**config.mk**
```make
export PLATFORM = sky130hd
export DESIGN_NAME = snake_dir_ctrl
export DESIGN_NICKNAME = d
export VERILOG_FILES = /design/src/rtl/snake_dir_ctrl.sv
export SDC_FILE = /design/constraint.sdc
export NUM_CORES = 1
export LEC_CHECK = 0
export BUFFER_PORTS_ARGS = -buffer_cell sky130_fd_sc_hd__buf_4
export CORE_MARGIN = 2
export CORE_UTILIZATION = 57
export DETAILED_ROUTE_END_ITERATION = 16
export GPL_ROUTABILITY_DRIVEN = 0
export PLACE_DENSITY = 0.8
export REMOVE_ABC_BUFFERS = 1
export SYNTH_ARGS = -nofsm -noshare
export SYNTH_HDL_FRONTEND = slang
export SYNTH_SLANG_ARGS = --single-unit
```
**constraint.sdc**
```tcl
create_clock -name Clk -period 2.7 [get_ports Clk]
set_clock_uncertainty 0.05 [all_clocks]
set_input_delay 0 -clock Clk [delete_from_list [all_inputs] [get_ports Clk]]
set_output_delay 0 -clock Clk [all_outputs]
set_load 0.01 [all_outputs]
```
**src/rtl/snake_dir_ctrl.sv**
```systemverilog
// snake_dir_ctrl
//
// Conditions the four raw direction buttons for the snake engine:
// - two-flop synchronizer per button;
// - counter-based debounce;
// - one-cycle press pulses;
// - a pending-turn register that is committed to the heading on each
//   game tick, with 180-degree reversals rejected.
//
// Bit order everywhere is 0=UP, 1=RIGHT, 2=DOWN, 3=LEFT.
// Heading encoding is 00=UP, 01=RIGHT, 10=DOWN, 11=LEFT.

module snake_dir_ctrl #(
    parameter int         DB_CYCLES = 4,
    parameter int         CNT_W     = $clog2(DB_CYCLES),
    parameter logic [1:0] RESET_DIR = 2'b01
) (
    input  logic       Clk,
    input  logic       Reset,
    input  logic [3:0] btn_raw,
    input  logic       run,
    input  logic       game_tick,
    output logic [3:0] btn_pulse,
    output logic [1:0] dir,
    output logic [1:0] dir_pending,
    output logic       dir_changed
);

    // Counter terminal value and increment, sized to the counter width.
    localparam logic [CNT_W-1:0] CNT_MAX  = CNT_W'(DB_CYCLES - 1);
    localparam logic [CNT_W-1:0] CNT_ONE  = CNT_W'(1);
    localparam logic [CNT_W-1:0] CNT_ZERO = CNT_W'(0);

    // Lowest set bit wins, which gives the UP > RIGHT > DOWN > LEFT priority.
    function automatic logic [1:0] select_req(input logic [3:0] pulses);
        logic [1:0] sel;
        if (pulses[0]) begin
            sel = 2'b00;
        end else if (pulses[1]) begin
            sel = 2'b01;
        end else if (pulses[2]) begin
            sel = 2'b10;
        end else begin
            sel = 2'b11;
        end
        return sel;
    endfunction

    // Opposite headings differ only in the upper encoding bit.
    function automatic logic is_reverse(input logic [1:0] req, input logic [1:0] heading);
        return (req == (heading ^ 2'b10));
    endfunction

    // ------------------------------------------------------------------
    // State
    // ------------------------------------------------------------------
    logic [3:0]       sync1_r;
    logic [3:0]       sync2_r;
    logic [3:0]       stable_r;
    logic [CNT_W-1:0] cnt_r [4];
    logic [3:0]       btn_pulse_r;
    logic [1:0]       dir_r;
    logic [1:0]       dir_pending_r;
    logic             dir_changed_r;

    // ------------------------------------------------------------------
    // Next-state signals
    // ------------------------------------------------------------------
    logic [3:0]       stable_nxt_s;
    logic [CNT_W-1:0] cnt_nxt_s [4];
    logic [3:0]       pulse_nxt_s;

    logic [1:0]       req_s;
    logic             req_valid_s;
    logic [1:0]       ref_dir_s;
    logic             accept_s;
    logic             commit_s;
    logic [1:0]       dir_nxt_s;
    logic [1:0]       dir_pending_nxt_s;
    logic             dir_changed_nxt_s;

    // Two-flop synchronizer; btn_raw is asynchronous to Clk.
    always_ff @(posedge Clk) begin
        if (Reset) begin
            sync1_r <= 4'b0000;
            sync2_r <= 4'b0000;
        end else begin
            sync1_r <= btn_raw;
            sync2_r <= sync1_r;
        end
    end

    // Debounce: a disagreement must persist DB_CYCLES consecutive cycles before
    // the stable value flips. A rising flip also raises the press pulse.
    always_comb begin
        stable_nxt_s = stable_r;
        pulse_nxt_s  = 4'b0000;
        for (int i = 0; i < 4; i++) begin
            cnt_nxt_s[i] = CNT_ZERO;
            if (sync2_r[i] == stable_r[i]) begin
                cnt_nxt_s[i] = CNT_ZERO;
            end else if (cnt_r[i] == CNT_MAX) begin
                stable_nxt_s[i] = sync2_r[i];
                pulse_nxt_s[i]  = sync2_r[i];
                cnt_nxt_s[i]    = CNT_ZERO;
            end else begin
                cnt_nxt_s[i] = cnt_r[i] + CNT_ONE;
            end
        end
    end

    // Debounce state and registered press pulses.
    always_ff @(posedge Clk) begin
        if (Reset) begin
            stable_r    <= 4'b0000;
            btn_pulse_r <= 4'b0000;
            for (int i = 0; i < 4; i++) begin
                cnt_r[i] <= CNT_ZERO;
            end
        end else begin
            stable_r    <= stable_nxt_s;
            btn_pulse_r <= pulse_nxt_s;
            for (int i = 0; i < 4; i++) begin
                cnt_r[i] <= cnt_nxt_s[i];
            end
        end
    end

    // Direction control.
    // - A request is checked against the heading that will be current after
    //   this edge: the pending value when a tick commits it, otherwise the
    //   present heading.
    // - Ticks and requests are ignored while the game is not running.
    always_comb begin
        req_s             = select_req(btn_pulse_r);
        req_valid_s       = |btn_pulse_r;
        commit_s          = run && game_tick;
        ref_dir_s         = dir_r;
        accept_s          = 1'b0;
        dir_nxt_s         = dir_r;
        dir_pending_nxt_s = dir_pending_r;
        dir_changed_nxt_s = 1'b0;

        if (game_tick) begin
            ref_dir_s = dir_pending_r;
        end else begin
            ref_dir_s = dir_r;
        end

        if (run && req_valid_s && !is_reverse(req_s, ref_dir_s)) begin
            accept_s = 1'b1;
        end else begin
            accept_s = 1'b0;
        end

        if (accept_s) begin
            dir_pending_nxt_s = req_s;
        end else begin
            dir_pending_nxt_s = dir_pending_r;
        end

        if (commit_s) begin
            dir_nxt_s         = dir_pending_r;
            dir_changed_nxt_s = (dir_pending_r != dir_r);
        end else begin
            dir_nxt_s         = dir_r;
            dir_changed_nxt_s = 1'b0;
        end
    end

    // Heading, pending turn and change strobe registers.
    always_ff @(posedge Clk) begin
        if (Reset) begin
            dir_r         <= RESET_DIR;
            dir_pending_r <= RESET_DIR;
            dir_changed_r <= 1'b0;
        end else begin
            dir_r         <= dir_nxt_s;
            dir_pending_r <= dir_pending_nxt_s;
            dir_changed_r <= dir_changed_nxt_s;
        end
    end

    assign btn_pulse   = btn_pulse_r;
    assign dir         = dir_r;
    assign dir_pending = dir_pending_r;
    assign dir_changed = dir_changed_r;

endmodule

```
==> results of run 1 <==
==> layout by cell type, fill, tap and decap left out, drive strengths merged, types with 5 or more instances in the layout <==
master       synthesis  layout
or3                  5       5
nor2b                9       9
dlygate4sd3          0      12
buf                  0      16
dfxtp               29      29
mux2i                5       5
clkbuf               2       7
nor2                13      13
xnor2                7       7
==> how the worst min path moves through the flow <==
stage               slack [ps]           to         from  cells past startpoint
CTS                        380  cnt_r[3][0]  cnt_r[3][0]                      1
detailed placement         170   sync1_r[2]   btn_raw[2]                      2
global route               390  cnt_r[2][0]  cnt_r[2][0]                      1
global placement           160   sync1_r[2]   btn_raw[2]                      2
finish                     370  cnt_r[3][0]  cnt_r[3][0]                      1
floorplan                   20       dir[1]        Reset                      1
==> power breakdown <==
| group | total, mW | switching (mW) | internal (mW) |
|---|---|---|---|
| clock | 0.357 | 0.136 | 0.221 |
| combinational | 0.0463 | 0.0179 | 0.0284 |
| sequential | 0.440 | 0.00459 | 0.436 |
| total | 0.844 | 0.158 | 0.685 |
==> logic make-up after synthesis <==
family | Yosys count
simple gates | 38
compound gates | 7
fa+ha+maj | 4
flops | 29
mux | 8
buf+inv | 6
xor+xnor | 7
==> through the flow <==
| stage | power, mW | setup slack (ps) | std cells | hold slack, ps |
|---|---|---|---|---|
| final | 0.8436 | 932.1 | 158 | 371.4 |
| after global routing | 0.8761 | 901.5 | 158 | 390.7 |
| after CTS | 0.8544 | 948.4 | 158 | 377.5 |
| after detailed placement | 0.4829 | 1001 | 138 | 170.6 |
| after global placement | 0.4818 | 1075 | 138 | 163.2 |
| after floorplan | 0.4643 | 1050 | 97 | 19.07 |
==> state kept, by name, indices dropped and copies added, names as in the netlist <==
name / cells
cnt_r: 8
sync2_r: 4
dir_pending: 2
btn_pulse: 4
dir_changed: 1
sync1_r: 4
stable_r: 4
dir: 2
==> timing repair <==
item	4_1_cts	5_1_grt
hold buffers	12	0
endpoints found under the hold margin	17	0
resized for setup	0	0
==> layer usage <==
| layer | vias to the layer above | routed length (µm) | global-route usage |
|---|---|---|---|
| li1 | 399 | - | - |
| met1 | 369 | 838 | 0.2406 |
| met2 | 26 | 973 | 0.3757 |
| met3 | 4 | 97 | 0.07925 |
| met4 | 0 | 42 | 0.1297 |
| met5 | - | 0 | 0 |
==> area by class of cell <==
type	instances	area (µm²)
Sequential cell	29	580.6
Multi-Input combinational cell	64	479.2
Fill cell	125	332.8
Timing Repair Buffer	28	240.2
Clock buffer	7	55.05
Tap cell	25	31.28
Clock inverter	1	30.03
Inverter	4	15.01
==> results.md, run 1 <==
* Post-route clock period utilization at 0.6548
* Max Cap Violations at 0
* Number of global-route vias before repair at 761
* Number of antenna violations at the first check in global routing at 0
* CP Cell Sequence: dlygate4sd3_1, buf_4, mux2_4, or3_1, a31oi_2, mux2_1
* Design Area, Final at 0.001431 mm²
* CP max-delay cell: dlygate4sd3_1
* RR Endpoint: dir_pending[0]
* Layout Utilization at 0.8113
* CTS clk-pin slew, worst paths at 80 ps
* Synth Area per Inst at 10.93 µm²
* Synthesized area at 0.001082 mm²
* CP bufs+invs at 2
* CP Data Arrival Time at 1910 ps
* Synth unique cells at 26
* CP required at roughly 2800 ps
* Post-CTS Setup Inserts at 0
* Synth Area in Compound Gates at 0.05087
* Reg2Reg Depth at 4
* PortBufs at 16
* ANT cells at 0
* Post-synth top flop: dfxtp_1
* TritonCTS buffer count at 5
* GR Util All Layers at 0.2227
* Insertion delay to the later sink of the worst-skew pair at 310 ps
* Critical Path Start Type: primary input
* Max Slew Vio Count at 0
* Power Density at 589.4 mW/mm²
* Fin nets at 144
* Max IR drop VDD at around 550 µV
* Sink Count at 29
* Die Area at 0.002263 mm²
* WL/cell at roughly 12 µm
* Cell row count at 15
* Initial Utilization at 0.6135
* Placed inst area at 0.001226 mm²
* GRT overflow at 0
* Fin crit period at between 1500 and 2000 ps
* RSZ-0062 raised after global routing: false
* Vias at 798
* Area leader, netlist: dfxtp_1
* Leak at 0.5830 nW
* Slew HR at 0.7593
* Async SR Flop Fraction at 0
* Initial drt markers at 8
* CTS tree: yes
* Max Clk Rate at 565.7 MHz
* Synth Area in Adders at 0.04624
* Count leader, synth: dfxtp_1
* Hold Crit Class: reg -> reg
* DRC Markers at 0
* Post-detailed-route count of antenna-violating nets at 0
* Layout cell share with drive strength beyond 1 at 0.2180
* Post-synthesis xor/xnor area fraction at 0.06358
* H-tree level count at 2
* Largest family of logic cells by synthesized area: simple AND/OR/NAND/NOR gates
* Seq/Total Area, Yosys at 0.5364
* First-pass DRT Iterations at 4
* WL final at around 2000 µm
* Number of vias per cell at 5.051
* Critical path origin: game_tick
* DP HPWL at 1185 µm
* Delay-heaviest family, CP: buffers and inverters
* First-pass GRT wire length at between 3000 and 4000 µm
* Crit end category: flip-flop
* Synth Register Bits at 29
* Crit-path max cell delay at 540 ps
* Area Growth Syn to Fin at 32.25%
* Setup TNS at 0 ps
* Simple-Gate Fraction of Synth Area at 0.2012
* Setup CP Type: in -> reg
* Flop-to-flop setup slack at approximately 960 ps
* Result of the run: finished clean
* Synth Instances at approximately 100
* Die Y at 47.58 µm
* Post-synth top area share at 0.5364
* Peak fanout along the critical path at 5
* Most frequent cells after synthesis: 29 x dfxtp_1, 13 x nor2_1, 9 x nor2b_1, 6 x xnor2_1
* Tightest Pin Transition at 356.4 ps
* Worst r2r src: btn_pulse[1]
* Max clock buf depth at 2
* # setup viols final at 0
* CTS root buffer: clkbuf_4
* Synthesis Warnings at 0
* Top post-synthesis cells by area: dfxtp_1 54%, nor2b_1 5.2%, xnor2_1 4.9%, ha_1 4.6%, mux2i_1 4.6%
* Instance count on the critical path at 6
* EDFF count, synth at 0
* Fin. Hold Viols at 0
* IO Pins at 17
* Post-synthesis mux area share at 0.08092
* Core area at 0.001764 mm²
* Worst setup path endpoint: dir_pending[0]
* Die width at 47.58 µm
* Largest net degree at the start of global routing at 28
Power figures use the tool's default switching activity.
==> inputs of run 2 (changes only) <==
CORE_UTILIZATION = 48   (was 57)
PLACE_DENSITY = 0.72   (was 0.8)
clock period = 1.5 ns   (was 2.7 ns; I/O delays follow)
==> run 2 against run 1 <==
Against the previous run:
- the flow now finishes with violations (negative setup slack)
- worst setup slack worse by 1000 ps
- register-to-register slack worse by 1100 ps
- global-route usage down 4.7 points
- largest power group unchanged
==> results.md, run 2 (same netlist as run 1, synthesis figures left out) <==
* Area Growth Syn to Fin at 36.65%
* Post-detailed-route count of antenna-violating nets at 0 (unchanged)
* # setup viols final at 2 (+2)
* Crit end category: flip-flop
* Placed Cells at 148 (+7.2%)
* H-tree level count at 2 (unchanged)
* Min-delay src: game_tick
* CTS root buffer: clkbuf_4
* Max reg flops at 8 (unchanged)
* Met2 usage at 0.3077 (-0.06798)
* Most frequent cells in the layout: 29 x dfxtp_1, 23 x buf_4, 13 x nor2_1
* Die Area at 0.002651 mm² (+17%)
* WHS Endpoint: dir[0]
* GR Util All Layers at 0.1755 (-0.04725)
* GRT overflow at 0 (unchanged)
* Tightest Pin Transition at 506.8 ps (+150.4 ps)
* DRC Markers at 0 (unchanged)
* Critical Path Start Type: flip-flop
* Register Area at 580.6 µm² (unchanged)
* Number of vias per cell at 4.832 (-4.3%)
* Layout cell share with drive strength beyond 1 at 0.2734 (+0.05534)
* ANT cells at 0 (unchanged)
* GR peak layer: met2
* Fin. Hold Viols at 0 (unchanged)
* Initial Utilization at 0.4988 (-0.1146)
* Design Area, Final at 0.001479 mm² (+3.3%)
* Reg2Reg Depth at 4 (unchanged)
* RSZ-0062 raised after global routing: true
* Max Clk Rate at ~620 MHz
* Multi-input logic area at 500.5 µm² (+4.4%)
* Core area at 0.002170 mm² (+23%)
* Post-CTS Setup Inserts at 0 (unchanged)
* Commonest non-fill, non-tap cell in the layout: dfxtp_1
* Max Cap Violations at 0 (unchanged)
* Flop-to-flop setup slack at -110 ps (-1070 ps)
* Post-route clock period utilization at 1.073
* Setup CP Type: reg -> reg
* Placed inst area at 0.001282 mm² (+4.6%)
* PortBufs at 16 (unchanged)
* Largest net degree at the start of global routing at 28 (unchanged)
* RR Endpoint: dir_pending[0]
* WL final at 1910 µm (-2.1%)
* Fin crit period at ~1600 ps
* Worst r2r src: dir[0]
* CP Data Arrival Time at 1760 ps (-150 ps)
* Number of antenna violations at the first check in global routing at 0 (unchanged)
* Fillers at 171 (+37%)
* Crit-path max cell delay at 340 ps (-200 ps)
* Max Slew Vio Count at 0 (unchanged)
* Slew HR at 0.6577 (-0.1016)
* Failing checks: negative setup slack
* First-pass GRT wire length at 3256 µm (-0.64%)
* CP Cell Sequence: mux2_4, or3_4, a31oi_4, mux2_4
* Peak fanout along the critical path at 2 (-3)
* Cell row count at 17 (+2)
* Fin nets at 151 (+4.9%)
* Largest Register: cnt_r
* Power Density at 903.7 mW/mm² (+53%)
* CTS tree: yes
* Met1 Use GR at 0.1765 (-0.06410)
* Leak at 0.6123 nW (+5.0%)
* Worst Slack Setup Final at -108.9 ps (-1041 ps)
* DP HPWL at 1190 µm (+0.38%)
* Finished Layout Cells at 167 (+5.7%)
* CTS clk-pin slew, worst paths at 80 ps (about the same)
* Die width at 51.49 µm (+8.2%)
* WHS Path Cells at 3 (+2)
* Layout Utilization at 0.6817 (-0.1297)
* Hold Crit Class: in -> reg
* Critical Path Most Common Cell: mux2_4
* Number of global-route vias before repair at 812 (+6.7%)
* Sink Count at 29 (unchanged)
* Insertion delay to the later sink of the worst-skew pair at 310 ps (about the same)
* CP required at 1650 ps (-1190 ps)
* Max clock buf depth at 2 (unchanged)
* WHS at 55.25 ps (-316.2 ps)
* WL/cell at 11.44 µm (-7.4%)
* TritonCTS buffer count at 5 (unchanged)
* IO Pins at 17 (unchanged)
* Initial drt markers at 8 (unchanged)
* Result of the run: complete, but fails checks
* Vias at 807 (+1.1%)
* Met3 usage at 0.06140 (-0.01784)
* Total power at 1.337 mW (+58%)
* Max IR drop VDD at 779.9 µV (+42%)
* Die Y at 51.49 µm (+8.2%)
* CP max-delay cell: or3_4
* First-pass DRT Iterations at 3 (-1)
-- run 2: changes by cell type in the layout (fill, tap and decap cells not counted), sizes merged --
| cell | previous run | this run |
|---|---|---|
| bufinv | 1 | 0 |
| buf | 16 | 23 |
-- run 2: timing repair --
| action | 4_1_cts | 5_1_grt |
|---|---|---|
| resized for setup | 4 | 0 |
| hold buffers | 12 | 0 |
| endpoints found under the hold margin | 14 | 0 |
| pin swaps | 1 | 1 |
| endpoints found under the setup margin | 2 | 2 |
-- run 2: worst max-delay path, delay by kind of cell (launching register included) --
kind,cells,cell delay (ps)
muxes,2,590
and+or+nand+nor,1,340
AOI/OAI and AO/OA,1,200
DFF,1,320
-- run 2: per-stage QoR --
stage / setup WS, ps / setup TNS, ps
finish: -108.9 / -212.7
global route: -134.7 / -260.6
CTS: -127.8 / -248.8
detailed placement: -119.8 / -230.1
global placement: -85.66 / -163.9
floorplan: -149.9 / -299.7
-- run 2: worst max-delay path by stage --
stage	start	endpoint	depth (start not counted)
2_1_floorplan	btn_pulse[1]	dir_pending[0]	4
3_3_place_gp	dir[0]	dir_pending[0]	4
3_5_place_dp	dir[0]	dir_pending[0]	4
4_1_cts	dir[0]	dir_pending[0]	4
5_1_grt	dir[0]	dir_pending[1]	4
6_report	dir[0]	dir_pending[0]	4
-- run 2: area by class of cell --
cell class	instances	area share
multi-input combinational	64	0.3384
timing repair buffer	35	0.1980
clock buffer	7	0.03723
inverter	4	0.01015
tap	28	0.02369
sequential	29	0.3926
-- run 2: per-layer routing --
| layer | part of all wire | vias up | routed length [µm] |
|---|---|---|---|
| met5 | 0 | - | 0 |
| met4 | 0.015 | 0 | 29 |
| met3 | 0.055 | 4 | 106 |
| li1 | - | 414 | - |
| met2 | 0.52 | 20 | 984 |
| met1 | 0.41 | 369 | 789 |
-- run 2: report_power, final --
group          internal (mW)  total (mW)  leakage [nW]  switching (mW)
registers              0.784       0.791         0.236         0.00701
logic                 0.0538      0.0862         0.345          0.0324
clock network          0.221       0.459        0.0314           0.238
